$ cat config.mk
export PLATFORM = sky130hd
export DESIGN_NAME = leds_show_flat
export DESIGN_NICKNAME = d
export VERILOG_FILES = /design/src/rtl/leds_show_pkg.sv /design/src/rtl/leds_show_if.sv /design/src/rtl/leds_show_debouncer.sv /design/src/rtl/leds_show.sv /design/src/flat_wrapper.sv
export SDC_FILE = /design/constraint.sdc
export NUM_CORES = 1
export LEC_CHECK = 0
export CAP_MARGIN = 40
export CORE_AREA = 2 2 39 41
export CTS_CLUSTER_SIZE = 12
export DETAILED_ROUTE_END_ITERATION = 8
export DIE_AREA = 0 0 41 43
export PLACE_DENSITY = 0.52
export SETUP_SLACK_MARGIN = 0.5
export SLEW_MARGIN = 25
export SYNTH_ARGS = -nofsm -noshare
export SYNTH_HDL_FRONTEND = slang
export SYNTH_SLANG_ARGS = --single-unit
$ cat constraint.sdc
create_clock -name clk -period 1.55 [get_ports clk]
set_input_delay 0.465 -clock clk [delete_from_list [all_inputs] [get_ports clk]]
set_output_delay 0.465 -clock clk [all_outputs]
set_load 0.02 [all_outputs]
$ cat src/rtl/leds_show_pkg.sv
// Shared constants for the single-button LED show controller.
package leds_show_pkg;

    localparam logic LED_ON  = 1'b1;
    localparam logic LED_OFF = 1'b0;

    localparam int DEBOUNCE_DEFAULT = 16;

endpackage

$ cat src/rtl/leds_show_if.sv
// Board-side pad signals of the LED show: one button in, one LED out.
interface leds_show_if;

    logic pushButton;
    logic led;

    modport master (output pushButton, input led);
    modport slave  (input pushButton, output led);

endinterface

$ cat src/rtl/leds_show_debouncer.sv
// Button conditioning: two-flop synchroniser, persistence-count debouncer
// and rising-edge detector producing a one-cycle press pulse.
module button_debouncer
    import leds_show_pkg::*;
#(
    parameter int DEBOUNCE_CYCLES = DEBOUNCE_DEFAULT,
    localparam int CNT_W = $clog2(DEBOUNCE_CYCLES + 1)
) (
    input  logic clk,
    input  logic rst,
    input  logic raw_in,
    output logic stable_out,
    output logic rise_pulse
);

    localparam logic [CNT_W-1:0] CNT_LAST = CNT_W'(DEBOUNCE_CYCLES - 1);

    logic             sync_q1;
    logic             sync_q2;
    logic             stable;
    logic             stable_d;
    logic [CNT_W-1:0] cnt;
    logic [CNT_W-1:0] cnt_next;
    logic             stable_next;

    // Plain flop chain so the first stage can resolve metastability undisturbed.
    always_ff @(posedge clk or posedge rst) begin
        if (rst) begin
            sync_q1 <= 1'b0;
            sync_q2 <= 1'b0;
        end else begin
            sync_q1 <= raw_in;
            sync_q2 <= sync_q1;
        end
    end

    // A new level is accepted only after it has differed for DEBOUNCE_CYCLES
    // consecutive cycles; any return to the stable level restarts the count.
    always_comb begin
        cnt_next    = '0;
        stable_next = stable;
        if (sync_q2 != stable) begin
            if (cnt == CNT_LAST) begin
                stable_next = sync_q2;
            end else begin
                cnt_next = cnt + 1'b1;
            end
        end
    end

    always_ff @(posedge clk or posedge rst) begin
        if (rst) begin
            cnt      <= '0;
            stable   <= 1'b0;
            stable_d <= 1'b0;
        end else begin
            cnt      <= cnt_next;
            stable   <= stable_next;
            stable_d <= stable;
        end
    end

    assign stable_out = stable;
    assign rise_pulse = stable & ~stable_d;

endmodule

$ cat src/rtl/leds_show.sv
// Single-LED show: every debounced button press toggles the LED.
// The LED is driven straight from a flop, never combinationally from the pad.
module leds_show
    import leds_show_pkg::*;
#(
    parameter int DEBOUNCE_CYCLES = DEBOUNCE_DEFAULT
) (
    input  logic        clk,
    input  logic        rst,
    leds_show_if.slave  io
);

    logic press;
    logic unused_stable;
    logic led_q;

    button_debouncer #(
        .DEBOUNCE_CYCLES (DEBOUNCE_CYCLES)
    ) u_debouncer (
        .clk        (clk),
        .rst        (rst),
        .raw_in     (io.pushButton),
        .stable_out (unused_stable),
        .rise_pulse (press)
    );

    // Releases never reach here: only the rising press pulse flips the LED.
    always_ff @(posedge clk or posedge rst) begin
        if (rst) begin
            led_q <= LED_OFF;
        end else if (press) begin
            led_q <= ~led_q;
        end
    end

    assign io.led = led_q;

endmodule

$ cat src/flat_wrapper.sv
// flat-port wrapper written by rule: the top's interface ports become plain ports
module leds_show_flat import leds_show_pkg::*;
#(
    parameter int DEBOUNCE_CYCLES = DEBOUNCE_DEFAULT
)
  (clk, rst, io_pushButton, io_led);
  leds_show_if io_i ();
  input  logic clk;
  input  logic rst;
  input wire logic [$bits(io_i.pushButton)-1:0] io_pushButton;
  output wire logic [$bits(io_i.led)-1:0] io_led;
  assign io_i.pushButton = io_pushButton;
  assign io_led = io_i.led;
  leds_show #(.DEBOUNCE_CYCLES(DEBOUNCE_CYCLES)) u_core (.clk(clk), .rst(rst), .io(io_i));
endmodule
==> flow_summary.toml, run 1 <==
[timing]
whs_ps = 356
slew_headroom_pct = 74.6
skew_ps = 7.06
report.final.slew_viol_count = 0
tightest_slew_ps = 380
layout_setup_ws_ps = 297
tns_ps = 0
rsz0062_at_grt = "yes"
period_needed_ps = 1250
max_freq_mhz = 798
period_share_pct = 80.9
setup_viol = 0
hold_violations = 0

[route]
drt-initial-drc-count = 2
vias = 227
avgViaCountPerCell = 4.20
dr.pass1.iters = 2
ant_nets = 0
wl_um = 630
drc_errors = 0
wl_per_cell_um = 11.7

[synthesis]
yosys_warnings = 0
muxShareOfSynthArea_pct = 3.03
ys_ff_latch = 10
yosysSeqAreaShare_pct = 67.3
synth-compound-area-share_pct = 1.35
synthDistinctLibCells = 13
syn_inst = 28
synthSimpleGateAreaFrac_pct = 13.5
synth_fp_nets = 32
synth-adder-area-share_pct = 3.37
synth_top_family_by_area = "simple AND/OR/NAND/NOR gates"
synthXorXnorAreaFrac_pct = 9.43
avgSynthCellArea_sq_um = 13.3
synth_area_sq_um = 372

[place]
place.gp.congestion = 0.640
pre_cts_ws_ps = 120
portBuffers = 3
place_inst = 47

[finish]
fillCellCount = 129
fin_util_pct = 37.2
final_nets = 44
final_cells = 54
n_antenna_cell = 0
syn_to_final_growth_pct = 38.4
drive_gt1_share_pct = 36.8

[global_route]
grt_pass1_vias = 271
antenna_found_initial = 0
grt_pass1_wl_um = 1030
overflow = 0
track_usage_pct = 8.90
grt_max_degree = 11

[clock_network]
cts-buffers-inserted = 3
cts_buffer_depth = 2
cts_tree = "built"
cts.sinks = 10
cts_max_level = 1
clkTransAtPathRegs_ps = 60
cts-root-buf = "clkbuf_4"
insertion_delay_ps = 260

[worst_setup_path]
crit_required_ps = 1080
critPathLaunch = "u_core.io.led$_DFFE_PP0P_"
crit_fanout = 2
cpPeakStageDelay_ps = 400
arrival_ps = 790
path_cells = "buf_6"
startpoint_type = "flop"
worst-path-stages = 1
worstSetupEndpointType = "primary output"
rrSetupSlack_ps = 350
cp_slowest_cell = "dfrtp_1"
r2r_end = "u_core.u_debouncer.stable_out$_DFFE_PP0P_"
reg2reg_from = "u_core.u_debouncer.cnt[0]$_DFF_PP0_"
endpoint = "io_led"
critical_path_class = "flop to primary output"
worstPathBufferInverterCount = 1
reg2regPathDepth = 4
crit_family = "flip-flops"

[status]
status = "complete, no violations"

[power]
ir_worst_vdd_mv = 0.438
p_leak_nw = 0.252
p_per_area_nw_per_um2 = 964

[die]
dieArea_sq_um = 1760
die_h_um = 43
coreArea_sq_um = 1380
die-width_um = 41
top_level_ports = 4
start_util_pct = 26.9
row_count = 14

[run]
maxCapViolCount = 0

[min_path]
holdCritPathClass = "flop to flop"
[state kept, by name, indices dropped and copies added, names as in the netlist]
register / flops
u_core.u_debouncer.sync_q1: 1
u_core.u_debouncer.sync_q2: 1
u_core.io.led: 1
u_core.u_debouncer.stable_out: 1
u_core.u_debouncer.cnt: 5
u_core.u_debouncer.stable_d: 1
[per-layer routing]
layer,wire length [um],up-vias,global-route usage [%]
met5,0,-,0
met4,0,0,4.00
met3,19,0,3.14
met2,339,5,14.1
met1,271,111,10.2
li1,-,111,-
[per-stage QoR]
step,cell area (sq um),total power [W]
CTS,469,0.000480
detailed placement,424,0.000310
global route,514,0.000532
floorplan,374,0.000298
finish,514,0.000496
global placement,424,0.000308
[cells in the mapped netlist]
master | n | area [sq um]
nor2_1 | 4 | 15.0
or2b_1 | 1 | 7.51
dfrtp_1 | 10 | 250
o21ai_1 | 1 | 5.00
nand3_1 | 1 | 5.00
inv_1 | 2 | 7.51
ha_1 | 1 | 12.5
mux2_1 | 1 | 11.3
and3_1 | 1 | 6.26
xor2_1 | 3 | 26.3
and2_1 | 1 | 6.26
nand3_2 | 1 | 10.0
xnor2_1 | 1 | 8.76
[power breakdown]
part / switching, W / total [W] / internal [W]
Clock: 0.0000795 / 0.000169 / 0.0000892
Combinational: 0.0000189 / 0.0000463 / 0.0000274
Sequential: 0.00000996 / 0.000281 / 0.000271
[layout by cell type (no fill, tap or decap)]
cell type and count:
buf_6 4, buf_4 1, or2b_1 1, and3_1 1, and2_1 1, nand3_2 2
xnor2_1 1, inv_1 2, clkdlybuf4s50_1 2, mux2_4 1, nor2_1 3, dfrtp_1 10
ha_4 1, nor2_2 1, o21ai_2 1, clkbuf_4 3, xor2_1 3
[how the worst min path moves through the flow]
stage | end | start | cells after the start | slack (ps)
2_1_floorplan | u_core.io.led$_DFFE_PP0P_ | rst | 1 | 310
3_3_place_gp | u_core.u_debouncer.sync_q2$_DFF_PP0_ | u_core.u_debouncer.sync_q1$_DFF_PP0_ | 0 | 340
3_5_place_dp | u_core.u_debouncer.sync_q2$_DFF_PP0_ | u_core.u_debouncer.sync_q1$_DFF_PP0_ | 0 | 340
4_1_cts | u_core.u_debouncer.sync_q2$_DFF_PP0_ | u_core.u_debouncer.sync_q1$_DFF_PP0_ | 0 | 360
5_1_grt | u_core.u_debouncer.sync_q2$_DFF_PP0_ | u_core.u_debouncer.sync_q1$_DFF_PP0_ | 0 | 370
6_report | u_core.u_debouncer.sync_q2$_DFF_PP0_ | u_core.u_debouncer.sync_q1$_DFF_PP0_ | 0 | 360
[final cells by class]
cell class,instances,area [sq um],area share (%)
flip-flops and latches,10,250,48.7
multi-input cells,16,141,27.5
repair buffers,7,72.6,14.1
clock buffers,3,22.5,4.38
well taps,16,20.0,3.89
inverters,2,7.51,1.46
[logic make-up (layout without fill, tap and decap cells)]
family,after synthesis,in the layout
AND/OR/NAND/NOR,9,9
multiplexers,1,1
buffers and inverters,2,12
flip-flops,10,10
AO/OA/AOI/OAI,1,1
XOR/XNOR,4,4
adder cells (fa/ha/maj),1,1
[what timing repair did]
item,in CTS,in global routing
hold buffers,0,0
gates cloned,0,0
gates resized for setup,8,6
pin swaps,3,3
setup buffers,2,2
endpoints found under the setup margin,5,6
No activity file was read; power rests on OpenSTA's default activity.
==> inputs of run 2 (changes only) <==
- clock period: 1.55 -> 1.3 ns (I/O delays scaled with it)
==> flow_summary.toml, run 2 (synthesis results as in run 1) <==
[finish]
final_common_cell = "dfrtp_1"
n_antenna_cell = 0
mostFrequentLayoutCells = "9 x dfrtp_1, 6 x buf_4, 3 x xor2_1, 3 x nor2_1, 3 x clkbuf_4"
syn_to_final_growth_pct = 38.4
largest_reg_flops = 5
drive_gt1_share_pct = 39.0
regMostFlops = "u_core.u_debouncer.cnt"
fin_util_pct = 37.2
final_nets = 46

[clock_network]
cts-root-buf = "clkbuf_4"
cts_max_level = 1
clkTransAtPathRegs_ps = 70
insertion_delay_ps = 270
cts_buffer_depth = 2
cts.sinks = 10
cts-buffers-inserted = 3
cts_tree = "built"
cts_hold_buf = 0

[timing]
period_needed_ps = 1220
report.final.slew_viol_count = 0
slew_headroom_pct = 75.5
max_freq_mhz = 822
whs_ps = 357
skew_ps = 5.87
hold_violations = 0
rsz0062_at_grt = "yes"
period_share_pct = 93.6
tightest_slew_ps = 367
layout_setup_ws_ps = 82.9
setup_viol = 0
tns_ps = 0

[worst_setup_path]
endpoint = "u_core.u_debouncer.cnt[2]$_DFF_PP0_"
path_cells = "ha_2 > buf_4 > buf_4 > xor2_1 > and2_1"
r2r_end = "u_core.u_debouncer.cnt[2]$_DFF_PP0_"
worst_path_most_repeated_cell = "buf_4"
critical_path_class = "flop to flop"
worstSetupEndpointType = "flop"
crit_fanout = 2
arrival_ps = 1370
crit_required_ps = 1450
cpPeakStageDelay_ps = 390
critPathLaunch = "u_core.u_debouncer.cnt[1]$_DFF_PP0_"
cp_slowest_cell = "dfrtp_1"
reg2regPathDepth = 5
rrSetupSlack_ps = 80
reg2reg_from = "u_core.u_debouncer.cnt[1]$_DFF_PP0_"
startpoint_type = "flop"

[global_route]
grt_pass1_wl_um = 897
overflow = 0
grt_pass1_vias = 225
antenna_found_initial = 0
track_usage_pct = 8.26
grt_max_degree = 11

[route]
vias = 226
wl_um = 641
drc_errors = 0
drt-initial-drc-count = 3
ant_nets = 0
avgViaCountPerCell = 3.96
dr.pass1.iters = 4
wl_per_cell_um = 11.2

[die]
coreArea_sq_um = 1380
start_util_pct = 26.9
die-width_um = 41
die_h_um = 43
top_level_ports = 4
row_count = 14
dieArea_sq_um = 1760

[run]
maxCapViolCount = 0

[min_path]
holdCritStartpoint = "u_core.u_debouncer.sync_q1$_DFF_PP0_"
holdCritPathClass = "flop to flop"

[place]
place.gp.congestion = 0.664
portBuffers = 3
pre_cts_ws_ps = -18.4

[power]
p_per_area_nw_per_um2 = 1280
ir_worst_vdd_mv = 0.691
total_power_w = 0.000658
p_leak_nw = 0.261

[status]
status = "complete, no violations"
==> run 2: worst max-delay path: cells and delay by family, from the launching register on <==
| kind | cells | cell delay (ps) |
|---|---|---|
| DFF | 1 | 390 |
| and+or+nand+nor | 1 | 140 |
| xor gates and xnor gates | 1 | 120 |
| adders and majority gates | 1 | 200 |
| buffers and inverters | 2 | 250 |
==> run 2: worst min path at each step <==
stage	endpoint	cells after the start
finish	u_core.u_debouncer.sync_q2$_DFF_PP0_	0
CTS	u_core.u_debouncer.sync_q2$_DFF_PP0_	0
global placement	u_core.u_debouncer.sync_q2$_DFF_PP0_	0
global route	u_core.u_debouncer.sync_q2$_DFF_PP0_	0
detailed placement	u_core.u_debouncer.sync_q2$_DFF_PP0_	0
floorplan	u_core.u_debouncer.cnt[0]$_DFF_PP0_	1
==> run 2: metrics by stage <==
stage | instances | area (sq um)
floorplan | 28 | 375
global placement | 48 | 433
detailed placement | 48 | 433
CTS | 54 | 485
global route | 57 | 514
finish | 57 | 514
==> run 2: layout make-up <==
| cell class | instances | area (sq um) |
|---|---|---|
| timing repair buffer | 9 | 76.3 |
| multi-input combinational | 16 | 123 |
| inverter | 2 | 7.51 |
| tap | 16 | 20.0 |
| fill | 138 | 870 |
| clock buffer | 4 | 36.3 |
| sequential | 10 | 251 |
==> run 2: repair_timing <==
item                       4_1_cts  5_1_grt
gates resized for setup          6        2
setup endpoints to repair        8        8
setup buffers                    2        3
pin swaps                        3        3
==> run 2: power by group <==
part           leakage [nW]  total (W)  internal, W  switching, W
registers             0.131   0.000331     0.000323    0.00000791
logic                 0.109  0.0000494    0.0000286     0.0000208
clock network        0.0210   0.000278     0.000170      0.000108
total                 0.261   0.000658     0.000521      0.000137
==> run 2: layer usage <==
layer  wire (um)  GRT usage [%]
met1         273           9.80
met2         340           10.6
met3          27           4.71
met4           0           6.00
met5           0              0
==> inputs of run 3 (changes only) <==
- CAP_MARGIN: 40 -> 20
- HOLD_SLACK_MARGIN: default -> 0.05
==> results of run 3 <==
No change in the layout: final DEF, timing and power equal those of run 2.
==> patch 1, RTL diff (config.mk and constraints of run 2) <==
`DEBOUNCE_DEFAULT`: 16 -> 32.
--- a/src/rtl/leds_show_pkg.sv
+++ b/src/rtl/leds_show_pkg.sv
@@ -4,7 +4,7 @@
     localparam logic LED_ON  = 1'b1;
     localparam logic LED_OFF = 1'b0;
 
-    localparam int DEBOUNCE_DEFAULT = 16;
+    localparam int DEBOUNCE_DEFAULT = 32;
 
 endpackage
 
Behaviour: same outputs for any inputs over 10 cycles, from zero or initial values and one cycle with rst high; that may be too few to reach the edited logic, so the function may still have changed.
==> patch 1 against run 2 <==
- power fell by 2.3%
- wire length rose by 5.9%
- count of clock-buffer cells in the layout did not move
- area after synthesis rose by 17%
- maximum frequency rose by 0.73%
- utilization rose by 5.7 points
- worst setup slack improved by 8.8 ps
- sequential cell count rose by 1
- sequential power rose by 10%
- die area did not move
- final area rose by 15%
==> patch 1: results <==
group,metric,value,unit
clocking,cts_buffers,3,
yosys,synth.top_cells.by_count,"dfrtp_1 (11), nor2_1 (5), xnor2_1 (3), xor2_1 (3), o21ai_0 (2)",
routing,wl_per_cell,10.8,um
power_and_ir_drop,powerSeq,0.364,mW
yosys,synth_compound_area_frac,0.0345,
worst_setup_path,crit_end,"u_core.u_debouncer.stable_out",
yosys,synth_area_leaders,"dfrtp_1 (63%), xnor2_1 (6.0%), xor2_1 (6.0%), nor2_1 (4.3%), ha_1 (2.9%)",
grt,grt_pass1_wl,1.23,mm
placement,placedCellCount,57,
placement,post-place-ws,-15.3,ps
placement,place_area,512,um2
routing,drtPass1Iterations,1,
cells_and_area,drive_gt1_frac,0.404,
worst_setup_path,cp_slowest_cell,"dfrtp_1",
worst_setup_path,critPathTopFamily,"flip-flops",
clocking,cts-htree-levels,1,
worst_setup_path,cp_slowest_stage_delay,400,ps
routing,vias,292,
clocking,ctsResizeCount,9,
worst_setup_path,startpoint,"u_core.u_debouncer.cnt[0]",
clocking,clock_path_buffers,2,
clocking,path_clk_slew,70,ps
cells_and_area,layout.nets,52,
power_and_ir_drop,p_leak,0.261,nW
power_and_ir_drop,power.internal,0.500,mW
grt,grtUsageTotal,0.112,
worst_setup_path,crit_arrival,1360,ps
cells_and_area,fill_cells,124,
yosys,syn_nets,39,
yosys,seq_area_frac_synth,0.632,
cells_and_area,largest_reg_flops,6,
grt,antenna_found_initial,0,
timing,skew,0.526,ps
worst_hold_path,hold_depth,0,
timing,finalCriticalPeriod,1210,ps
cells_and_area,diodes,0,
routing,wl,679,um
placement,routabilityCongestion,0.796,
yosys,synth_cell_types,16,
power_and_ir_drop,ir_worst_vdd,0.000518,V
clocking,cts_root_buf,"clkbuf_4",
yosys,avgSynthCellArea,12.4,um2
clocking,post_cts_buffers,1,
yosys,synth_mux_area_frac,0.0259,
power_and_ir_drop,pg_comb,0.0477,mW
yosys,async_flop_share,1.00,
worst_setup_path,r2r_cells,4,
clocking,clock_latency,270,ps
yosys,yosys.area_share.adder,0.0287,
outcome,status,"finished, final reports clean",
yosys,synth_xor_area_frac,0.121,
timing,maxSlewHeadroom,0.742,
routing,initialDrtViolationCount,0,
worst_setup_path,r2r_setup_slack,90,ps
grt,grt_max_degree,12,
[patch 1: routing by layer]
metal  up-vias  wire length (um)  track usage
met5         -                 0            0
met4         0                17       0.0800
met3         2                30       0.0471
met2         6               336        0.141
met1       145               295        0.147
li1        139                 -            -
[patch 1: cell type report]
type / count / area, um2 / area share
Tap cell: 16 / 20.0 / 0.0338
Inverter: 1 / 3.75 / 0.00633
Timing Repair Buffer: 8 / 72.6 / 0.122
Multi-Input combinational cell: 23 / 194 / 0.327
Clock buffer: 4 / 26.3 / 0.0443
Sequential cell: 11 / 277 / 0.466
[patch 1: stage by stage]
step | power (mW) | hold WS [ps]
finish | 0.643 | 354
global route | 0.679 | 361
CTS | 0.649 | 358
detailed placement | 0.405 | 342
global placement | 0.403 | 338
floorplan | 0.387 | 242
[patch 1: cells by family after synthesis]
group / Yosys count
xor+xnor: 6
simple gates: 12
mux: 1
compound gates: 3
flops: 11
buf+inv: 1
fa+ha+maj: 1
==> patch 2, RTL diff (settings of run 2) <==
Made on the original files. Make the reset (`rst`) synchronous in 3 clocked blocks.
--- a/src/rtl/leds_show_debouncer.sv
+++ b/src/rtl/leds_show_debouncer.sv
@@ -24,7 +24,7 @@
     logic             stable_next;
 
     // Plain flop chain so the first stage can resolve metastability undisturbed.
-    always_ff @(posedge clk or posedge rst) begin
+    always_ff @(posedge clk) begin
         if (rst) begin
             sync_q1 <= 1'b0;
             sync_q2 <= 1'b0;
@@ -48,7 +48,7 @@
         end
     end
 
-    always_ff @(posedge clk or posedge rst) begin
+    always_ff @(posedge clk) begin
         if (rst) begin
             cnt      <= '0;
             stable   <= 1'b0;
--- a/src/rtl/leds_show.sv
+++ b/src/rtl/leds_show.sv
@@ -25,7 +25,7 @@
     );
 
     // Releases never reach here: only the rising press pulse flips the LED.
-    always_ff @(posedge clk or posedge rst) begin
+    always_ff @(posedge clk) begin
         if (rst) begin
             led_q <= LED_OFF;
         end else if (press) begin
Check against the original RTL: no difference found for any inputs over 10 cycles, from zero or initial values and one cycle with rst high; that may be too few to reach the edited logic, so the function may still have changed.
==> patch 2 against run 2 <==
- the flow now finishes with violations (negative setup slack)
- via count grew 9.7%
- wire length shrank 12%
- area after synthesis shrank 5.4%
- final area grew 4.4%
- sequential cell count is the same
- worst setup slack lost 140 ps
- die area is the same
- critical path type unchanged
- largest cell class unchanged
Power is not compared: it rests on default switching activity, and its combinational part moved more than twofold at a synthesized area within 25%.
==> patch 2: results <==
group,metric,value,unit
outcome,status,"finished, violations left",
outcome,violations,"negative setup slack",
placement,routabilityCongestion,0.635,
worst_setup_path,crit_arrival,1570,ps
cells_and_area,layout.cells.non_filler,62,
worst_hold_path,hold_depth,1,
grt,grt_pass1_vias,235,
cells_and_area,fill_cells,142,
routing,wl,562,um
placement,placedCellCount,57,
yosys,async_flop_share,0,
timing,maxSlewHeadroom,0.888,
placement,place_area,473,um2
cells_and_area,layout.nets,52,
worst_setup_path,r2r_start,"u_core.u_debouncer.cnt[1]",
worst_setup_path,reg2reg_to,"u_core.u_debouncer.cnt[4]",
grt,grt_pass1_wl,917,um
placement,post-place-ws,-141,ps
yosys,syn_nets,38,
yosys,seq_area_frac_synth,0.569,
timing,setup_violations,6,
worst_setup_path,critPathTopFamily,"simple AND/OR/NAND/NOR gates",
timing,layout_setup_ws,-60.7,ps
routing,wl_met2,262,um
routing,vias,248,
grt,grt_max_degree,7,
==> patch 2: cell count changes in the layout (fill, tap and decap cells not counted), moves of 2 or more <==
cell,before,now
dfxtp_2,0,4
xnor2_1,1,3
xor2_1,3,1
nor2_2,1,4
buf_4,6,4
ha_4,0,2
dfxtp_1,0,6
buf_6,1,3
nor2b_1,0,4
dfrtp_1,9,0
==> patch 2: logic make-up (layout without fill, tap and decap cells) <==
| group | Yosys count | after routing | synth area share |
|---|---|---|---|
| xor+xnor | 4 | 4 | 0.0997 |
| fa+ha+maj | 2 | 2 | 0.0712 |
| buf+inv | 2 | 15 | 0.0214 |
| flops | 10 | 10 | 0.569 |
| mux | 1 | 1 | 0.0285 |
| simple gates | 14 | 14 | 0.210 |
==> patch 2: repair_timing <==
action                                  in CTS  in global routing
endpoints found under the setup margin      11                 11
pin swaps                                    2                  2
gates resized for setup                      9                  4
setup buffers                                1                  0
==> patch 2: layer usage <==
| metal | up-vias | GRT usage |
|---|---|---|
| met3 | 3 | 0.0419 |
| met1 | 111 | 0.0930 |
| met2 | 6 | 0.103 |
| met5 | - | 0 |
| met4 | 0 | 0.120 |
| li1 | 128 | - |
==> patch 2: report_power, final <==
group          internal (mW)  switching, mW
Clock                  0.170          0.114
Sequential             0.310        0.00198
Combinational         0.0134        0.00744
==> patch 2: final cells by class <==
| class | count | share of cell area |
|---|---|---|
| clock buffers | 4 | 0.0676 |
| inverters | 2 | 0.0140 |
| multi-input cells | 21 | 0.343 |
| flip-flops and latches | 10 | 0.382 |
| well taps | 16 | 0.0373 |
| repair buffers | 9 | 0.156 |
==> patch 2: through the flow <==
step	util	setup TNS, ps	hold slack (ps)
global placement	0.342	-446	418
CTS	0.382	-298	457
global route	0.388	-515	468
detailed placement	0.342	-586	445
floorplan	-	-3.17	412
finish	0.388	-275	451
==> patch 2: how the worst max path moves through the flow <==
stage	from	end	slack, ps
global route	u_core.u_debouncer.cnt[1]	u_core.u_debouncer.cnt[0]	-100
global placement	rst	u_core.u_debouncer.cnt[0]	-120
CTS	u_core.u_debouncer.cnt[1]	u_core.u_debouncer.cnt[0]	-60
detailed placement	rst	u_core.u_debouncer.cnt[0]	-140
floorplan	u_core.u_debouncer.cnt[0]	u_core.u_debouncer.cnt[0]	-3
finish	u_core.u_debouncer.cnt[1]	u_core.u_debouncer.cnt[4]	-60
